<file path="src/rtl/alu_issue_queue.sv">
`default_nettype none
// ============================================================================
// Module      : alu_issue_queue
// Description : Buffered issue stage in front of a combinational 32-bit ALU.
//               Operations {A, B, Cin, select[, use_c]} are accepted through
//               a valid/ready handshake into a DEPTH-entry FIFO. The head entry
//               drives the ALU combinationally. The ALU result and status are
//               captured into an output register with its own valid/ready
//               handshake.
// Optional    : `define ALU_CARRY_CHAIN_EN adds a carry register. The register
//               is loaded from alu_status[2] on every issue. A head entry with
//               use_c = 1 then takes its Cin from that register.
// Ports       : clk, rst           - clock, synchronous active-high reset
//               in_*               - producer handshake and operation fields
//               alu_*              - to/from the combinational ALU
//               out_*              - registered result handshake
//               count              - entries in the FIFO (output reg excluded)
// Revision    : 1.0 - initial release
// ============================================================================
module alu_issue_queue #(
    parameter int DEPTH = 4,
    parameter int WIDTH = 32
) (
    input  logic                       clk,
    input  logic                       rst,
    input  logic                       in_valid,
    output logic                       in_ready,
    input  logic [WIDTH-1:0]           in_a,
    input  logic [WIDTH-1:0]           in_b,
    input  logic                       in_cin,
    input  logic [4:0]                 in_sel,
    input  logic                       in_use_c,
    output logic [WIDTH-1:0]           alu_a,
    output logic [WIDTH-1:0]           alu_b,
    output logic                       alu_cin,
    output logic [4:0]                 alu_sel,
    input  logic [WIDTH-1:0]           alu_f,
    input  logic [3:0]                 alu_status,
    output logic                       out_valid,
    input  logic                       out_ready,
    output logic [WIDTH-1:0]           out_f,
    output logic [3:0]                 out_status,
    output logic [$clog2(DEPTH):0]     count
);

    localparam int c_PTR_W = $clog2(DEPTH);
    localparam int c_CNT_W = c_PTR_W + 1;
    localparam logic [c_CNT_W-1:0] c_FULL_COUNT = c_CNT_W'(DEPTH);

    // ------------------------------------------------------------------
    // Storage (data only, no reset needed: validity is tracked by count)
    // ------------------------------------------------------------------
    logic [WIDTH-1:0]   mem_a_q   [DEPTH];
    logic [WIDTH-1:0]   mem_b_q   [DEPTH];
    logic               mem_cin_q [DEPTH];
    logic [4:0]         mem_sel_q [DEPTH];
`ifdef ALU_CARRY_CHAIN_EN
    logic               mem_use_c_q [DEPTH];
    logic               carry_q;
`else
    // use_c has no meaning without the carry register.
    logic               w_unused_use_c;
    assign w_unused_use_c = in_use_c;
`endif

    logic [c_PTR_W-1:0] wr_ptr_q, wr_ptr_d;
    logic [c_PTR_W-1:0] rd_ptr_q, rd_ptr_d;
    logic [c_CNT_W-1:0] count_q,  count_d;
    logic               out_valid_q, out_valid_d;
    logic [WIDTH-1:0]   out_f_q,  out_f_d;
    logic [3:0]         out_status_q, out_status_d;

    logic w_empty;
    logic w_push;
    logic w_issue;

    // ------------------------------------------------------------------
    // Handshake decode
    // ------------------------------------------------------------------
    assign w_empty  = (count_q == '0);
    // in_ready looks only at count, so a pop in a full cycle does not
    // open a slot until the following cycle.
    assign in_ready = (count_q != c_FULL_COUNT) && !rst;
    assign w_push   = in_valid && in_ready;
    assign w_issue  = !w_empty && (!out_valid_q || out_ready);

    // ------------------------------------------------------------------
    // FIFO write port
    // ------------------------------------------------------------------
    always_ff @(posedge clk) begin
        if (w_push) begin
            mem_a_q[wr_ptr_q]   <= in_a;
            mem_b_q[wr_ptr_q]   <= in_b;
            mem_cin_q[wr_ptr_q] <= in_cin;
            mem_sel_q[wr_ptr_q] <= in_sel;
`ifdef ALU_CARRY_CHAIN_EN
            mem_use_c_q[wr_ptr_q] <= in_use_c;
`endif
        end
    end

    // ------------------------------------------------------------------
    // Head entry to the ALU; forced to zero when the queue is empty
    // ------------------------------------------------------------------
    always_comb begin
        alu_a   = '0;
        alu_b   = '0;
        alu_cin = 1'b0;
        alu_sel = '0;
        if (!w_empty) begin
            alu_a   = mem_a_q[rd_ptr_q];
            alu_b   = mem_b_q[rd_ptr_q];
            alu_sel = mem_sel_q[rd_ptr_q];
`ifdef ALU_CARRY_CHAIN_EN
            alu_cin = mem_use_c_q[rd_ptr_q] ? carry_q : mem_cin_q[rd_ptr_q];
`else
            alu_cin = mem_cin_q[rd_ptr_q];
`endif
        end
    end

    // ------------------------------------------------------------------
    // Next-state logic
    // ------------------------------------------------------------------
    always_comb begin
        wr_ptr_d     = wr_ptr_q;
        rd_ptr_d     = rd_ptr_q;
        count_d      = count_q;
        out_valid_d  = out_valid_q;
        out_f_d      = out_f_q;
        out_status_d = out_status_q;

        if (w_push) begin
            wr_ptr_d = wr_ptr_q + c_PTR_W'(1);
        end
        if (w_issue) begin
            rd_ptr_d = rd_ptr_q + c_PTR_W'(1);
        end

        case ({w_push, w_issue})
            2'b10:   count_d = count_q + c_CNT_W'(1);
            2'b01:   count_d = count_q - c_CNT_W'(1);
            default: count_d = count_q;
        endcase

        if (w_issue) begin
            out_valid_d  = 1'b1;
            out_f_d      = alu_f;
            out_status_d = alu_status;
        end else if (out_valid_q && out_ready) begin
            // Drain: data held, only the valid flag drops.
            out_valid_d  = 1'b0;
        end
    end

    // ------------------------------------------------------------------
    // State registers
    // ------------------------------------------------------------------
    always_ff @(posedge clk) begin
        if (rst) begin
            wr_ptr_q     <= '0;
            rd_ptr_q     <= '0;
            count_q      <= '0;
            out_valid_q  <= 1'b0;
            out_f_q      <= '0;
            out_status_q <= '0;
        end else begin
            wr_ptr_q     <= wr_ptr_d;
            rd_ptr_q     <= rd_ptr_d;
            count_q      <= count_d;
            out_valid_q  <= out_valid_d;
            out_f_q      <= out_f_d;
            out_status_q <= out_status_d;
        end
    end

`ifdef ALU_CARRY_CHAIN_EN
    // Updated on the same edge that pops an op, so the next head sees the
    // carry-out of its predecessor.
    always_ff @(posedge clk) begin
        if (rst) begin
            carry_q <= 1'b0;
        end else if (w_issue) begin
            carry_q <= alu_status[2];
        end
    end
`endif

    assign out_valid  = out_valid_q;
    assign out_f      = out_f_q;
    assign out_status = out_status_q;
    assign count      = count_q;

endmodule
`default_nettype wire
</file>
<file path="config.mk">
export PLATFORM = sky130hd
export DESIGN_NAME = alu_issue_queue
export DESIGN_NICKNAME = d
export VERILOG_FILES = /design/src/rtl/alu_issue_queue.sv
export SDC_FILE = /design/constraint.sdc
export NUM_CORES = 1
export LEC_CHECK = 0
export BUFFER_PORTS_ARGS = -buffer_cell sky130_fd_sc_hd__buf_2
export CELL_PAD_IN_SITES_DETAIL_PLACEMENT = 1
export CELL_PAD_IN_SITES_GLOBAL_PLACEMENT = 1
export CORE_MARGIN = 5
export CORE_UTILIZATION = 30
export CTS_CLUSTER_SIZE = 12
export DETAILED_ROUTE_END_ITERATION = 6
export PLACE_DENSITY = 0.61
export SLEW_MARGIN = 15
export SYNTH_ARGS = -nofsm -noshare
export SYNTH_HDL_FRONTEND = slang
export SYNTH_SLANG_ARGS = --single-unit
export TNS_END_PERCENT = 50
</file>
<file path="constraint.sdc">
create_clock -name clk -period 6.06 [get_ports clk]
set_clock_uncertainty 0.1 [all_clocks]
set_input_delay 0.303 -clock clk [delete_from_list [all_inputs] [get_ports clk]]
set_output_delay 0.303 -clock clk [all_outputs]
set_load 0.03 [all_outputs]
</file>
Yosys cells after proc, flatten, opt, wreduce, memory -nomap -nowiden:

Memory sizes are Yosys's and may differ from the RTL's. A register that Yosys moved wholly into a read port is not among the register bits.
Index checks and enable logic that the tools add are counted.

* $add $sub $neg: 4
* eq/ne operators: 3
* muxes and demuxes: 17
* reduce and logical (&&, ||, !) cells: 11

Operator list (count)
* two-way mux 32 bit: 2
* two-way mux 2 bit: 8
* one-hot mux 3 bit (2 select lines): 1
* two-way mux 1 bit: 5
* two-way mux 5 bit: 1
* adder 2 x 1 -> 2 bit, second input constant: 2
* logical AND 1 bit: 4
* nonzero test 2 bit: 2
* adder 3 x 1 -> 3 bit, second input constant: 1
* zero test 1 bit: 3
* zero test 3 bit: 1
* != test 3 bit, second input constant: 1
* subtractor 3 x 1 -> 3 bit, second input constant: 1
* equality test 2 x 1 -> 1 bit, second input constant: 1
* equality test 2 bit, second input constant: 1
* logical OR 1 bit: 1

* memories kept: 4
* bits in writable memories: 280
* output and inout port bits: 111
* logic and storage cells: 45
* register bits: 44
* input port bits: 111

Memory list
* mem_a_q: depth 4, bits a word 32, read ports 1, clocked after Yosys merged registers in 1, wr ports 1, RTL line 53 `logic [WIDTH-1:0] mem_a_q [DEPTH];`
* mem_b_q: depth 4, bits a word 32, read ports 1, clocked after Yosys merged registers in 1, wr ports 1, RTL line 54 `logic [WIDTH-1:0] mem_b_q [DEPTH];`
* mem_sel_q: depth 4, bits a word 5, read ports 1, clocked after Yosys merged registers in 1, wr ports 1, RTL line 56 `logic [4:0] mem_sel_q [DEPTH];`
* mem_cin_q: depth 4, bits a word 1, read ports 1, clocked after Yosys merged registers in 1, wr ports 1, RTL line 55 `logic mem_cin_q [DEPTH];`

Longest topological paths before layout:

* depth in word-level cells: 5
* depth in mapped cells: 9
* gate-level depth less buffers: 9

Least setup slack after synthesis:

OpenSTA, ideal clock, no wires.

* path type: flip-flop to flip-flop
* start point: register count_q[0], in the netlist count[0]
* end point: memory mem_a_q[0][0] (enable)
* arrival: 2771 ps
* slack: 2753 ps
* stages on the path, launching flop included: 4
* setup time: 436 ps
* buffers on the path: 0
* period minus slack after synthesis: 3307 ps
* required time: 5524 ps
* cells stage by stage: dfxtp_1 nor3b_1 nor3b_2 and2_1

* cells in the longest elaborated chain, start to end: 5

RTL lines
* start: declaration: RTL line 68 `logic [c_CNT_W-1:0] count_q, count_d;`
* start signal: assignment: RTL line 170 `count_q <= count_d;`
* != test 3 bit: RTL line 83 `assign in_ready = (count_q != c_FULL_COUNT) && !rst;`
* logical AND 1 bit: RTL line 83
* logical AND 1 bit: RTL line 84 `assign w_push = in_valid && in_ready;`
* two-way mux 1 bit: RTL line 91 `if (w_push) begin`
* two-way mux 1 bit (not written as such): RTL line 92 `mem_a_q[wr_ptr_q] <= in_a;`
* end: declaration: RTL line 53

No other way between the ends.

==> metrics.log <==
[metrics] highest cell delay on the worst timing path: 0.82 ns
[metrics] Gates resized, CTS repair: 0
[metrics] maximum clock frequency: 0.292 GHz
[metrics] cell types occupying the most area after synthesis: sky130_fd_sc_hd__edfxtp_1 67%, sky130_fd_sc_hd__mux4_2 13%, sky130_fd_sc_hd__dfxtp_1 7.3%
[metrics] count of state elements after synthesis: 326
[metrics] DP Wirelength: 17000 um
[metrics] overall die area: 0.0460 mm2
[metrics] number of antenna-violating nets in the routed design: 0
[metrics] worst ir drop on vdd: 0.275 mV
[metrics] Worst slew margin: 36.3%
[metrics] number of buffers added on ports: 220
[metrics] Synth Net Count: 780
[metrics] number of buffers added for setup after CTS: 0
[metrics] path type of the worst min-delay path: in -> reg
[metrics] Max-cap violations: 0
[metrics] router iterations before antenna repair: 4
[metrics] number of buffers added by the clock tree synthesis step: 38
[metrics] routed vias/inst: 4.57
[metrics] number of cell rows: 75
[metrics] ratio of cells with drive above 1 in the final layout: 35.9%
[metrics] critical path fanouts, max: 32
[metrics] number of global-route vias before repair: 7985
[metrics] initial antenna violation count: 1
[metrics] arrival time at the worst endpoint: 3.02 ns
[metrics] unrepaired setup endpoints after global routing: no
[metrics] Placeable Area: 0.0417 mm2
[metrics] run status: completed
[metrics] GRT Util Overall: 13.1%
[metrics] type of origin of the critical path: flop
[metrics] distinct cell type count of the synthesized netlist: 26
[metrics] post-synth top area share: 67.0%
[metrics] Final #Nets: 1112
[metrics] Synth Cell Area: 0.0126 mm2
[metrics] number of levels in the clock H-tree: 2
[metrics] most used flip-flop cell after synthesis: sky130_fd_sc_hd__edfxtp_1
[metrics] hold_buf cts: 106
[metrics] global-route wire length before repair: 47500 um
[metrics] buffer type at the clock tree root: sky130_fd_sc_hd__clkbuf_16
[metrics] largest net degree at the start of global routing: 88
[metrics] width of the die: 215 um
[metrics] clock net sink count: 326
[metrics] cell type with the highest aggregate area in the netlist: sky130_fd_sc_hd__edfxtp_1
[metrics] library cell contributing the largest single delay on the critical path: sky130_fd_sc_hd__dfxtp_4
[metrics] Cell Chain, Critical Path: buf_4 > mux4_2 > nor2b_1 > buf_2
[metrics] kind of capture point of the worst setup path: output port
[metrics] Synth-to-Final Area Change: 30.8%
[metrics] average routed wire per standard cell: 19.4 um
[metrics] clock tree from TritonCTS: built
[metrics] vias: 7142
[metrics] Worst Setup Path Type: reg -> out
[metrics] EDFF count, synth: 280
[metrics] y dimension of the die: 215 um
[metrics] pwr/cell area: 457 mW/mm2
[metrics] initial core utilization: 30.1%
[metrics] Static Leakage: 5.79 nW
[metrics] required time reported for the critical path endpoint: 5.66 ns
[metrics] fraction of the cycle the final worst path needs: 56.5%
[metrics] number of buffers on the longest clock path: 3
[metrics] Tightest Pin Transition: 0.955 ns
[metrics] worst-skew pair later-pin latency: 0.53 ns
[metrics] share of flip-flops with an asynchronous set or reset after synthesis: 0%
[metrics] Final TNS setup: 0 ns
[metrics] total routed wirelength: 30200 um
[metrics] clock slew at the register clock pins of the worst setup and hold paths: 0.06 ns
[metrics] Gate Count Post-Synth: 663
[metrics] global route total overflow: 0
[metrics] Top Ports: 222
[metrics] overall power: 7.50 mW
[metrics] 1st-iter DRT viols: 377
[metrics] final critical path time including I/O delays and setup: 3.43 ns
[metrics] count of endpoints failing setup in the final report: 0
[metrics] endpoints failing hold: 0
[metrics] Yosys warnings: 0
[metrics] routability cong.: 0.667
[metrics] mean cell area of the mapped netlist: 18.9 um2
[metrics] drc violations: 0
[metrics] Final Slew Violations: 0
[metrics] sequential fraction of the synthesis area: 74.3%
worst paths after layout:
kind                                   start                         end  slack, ns  depth (start not counted)
setup / recovery                        flop                   alu_b[12]       2.63                          4
hold / removal                      in_valid    wr_ptr_q[0]$_SDFFE_PP0P_       0.14                          3
hold reg to reg   out_status[1]$_SDFFE_PP0P_  out_status[1]$_SDFFE_PP0P_       0.37                          2
setup reg to reg       count[0]$_SDFFE_PP0P_    mem_a_q[2][31]$_DFFE_PP_       3.25                          4
critical path, delay by kind of cell (launching register included):
kind	cells	cell delay (ns)
mux	1	0.57
simple gates	1	0.18
flops	1	0.82
buf+inv	2	0.86
through the flow:
stage	hold WS [ns]	instance area [um2]	utilization (%)	cells	setup slack, ns
final	0.136	16400	39.4	1562	2.63
after global routing	0.127	16400	39.4	1562	2.37
after CTS	0.0986	16400	39.4	1561	2.47
after detailed placement	0.368	14200	34.0	1388	2.83
after global placement	0.356	14200	34.0	1388	2.84
after floorplan	0.302	12600	-	663	2.75
synth_stat cells, types with 4 or more instances:
cell type and n:
sky130_fd_sc_hd__a21oi_1 39, sky130_fd_sc_hd__and2_1 4, sky130_fd_sc_hd__buf_1 5, sky130_fd_sc_hd__buf_2 17, sky130_fd_sc_hd__buf_6 7, sky130_fd_sc_hd__clkbuf_1 13
sky130_fd_sc_hd__dfxtp_1 46, sky130_fd_sc_hd__edfxtp_1 280, sky130_fd_sc_hd__ha_1 5, sky130_fd_sc_hd__inv_1 6, sky130_fd_sc_hd__mux2_2 4, sky130_fd_sc_hd__mux4_2 70
sky130_fd_sc_hd__nand3b_1 36, sky130_fd_sc_hd__nor2_1 8, sky130_fd_sc_hd__nor2b_1 73, sky130_fd_sc_hd__o21ai_0 37
flip-flops by register name, indices dropped and copies added (netlist names), named ones only:
name        count
out_status      4
mem_a_q       128
wr_ptr_q        2
mem_sel_q      20
out_valid       1
mem_b_q       128
mem_cin_q       4
rd_ptr_q        2
out_f          32
count           3
cells in the final DEF, fill, tap and decap left out, types with 9 or more instances in the layout:
cell                              n
sky130_fd_sc_hd__mux4_2          70
sky130_fd_sc_hd__nor2b_1         72
sky130_fd_sc_hd__dlygate4sd3_1  106
sky130_fd_sc_hd__clkbuf_16       39
sky130_fd_sc_hd__edfxtp_1       280
sky130_fd_sc_hd__buf_4           10
sky130_fd_sc_hd__a21oi_1         39
sky130_fd_sc_hd__dfxtp_1         44
sky130_fd_sc_hd__o21ai_0         37
sky130_fd_sc_hd__clkbuf_1         9
sky130_fd_sc_hd__nand3b_1        36
sky130_fd_sc_hd__buf_2          220
report_power, final:
group / total [mW] / internal [mW] / leakage, nW / switching (mW)
clock network: 2.17 / 1.27 / 0.582 / 0.900
logic: 2.51 / 0.920 / 2.28 / 1.59
registers: 2.82 / 2.66 / 2.92 / 0.160
cells by family after synthesis:
family          synth area share, %
buf+inv                        2.12
simple gates                   6.73
compound gates                 3.03
fa+ha+maj                     0.658
mux                            13.0
xor+xnor                      0.140
flops                          74.3
cell type report:
class                           count  area, um2
Timing Repair Buffer              336       2240
Sequential cell                   326       9340
Antenna cell                        1       2.50
Inverter                            6       22.5
Fill cell                        4202      25200
Tap cell                          539        674
Clock inverter                     19        165
Multi-Input combinational cell    287       2970
Clock buffer                       48       1010
metal layers:
layer / GRT usage (%) / vias up / share of wire, %
li1: - / 3277 / -
met5: 0 / - / 0
met1: 17.2 / 3630 / 45
met4: 4.21 / 0 / 2.1
met3: 3.47 / 45 / 5.4
met2: 21.3 / 190 / 47
Note: power is estimated with default switching activity, not from simulation.
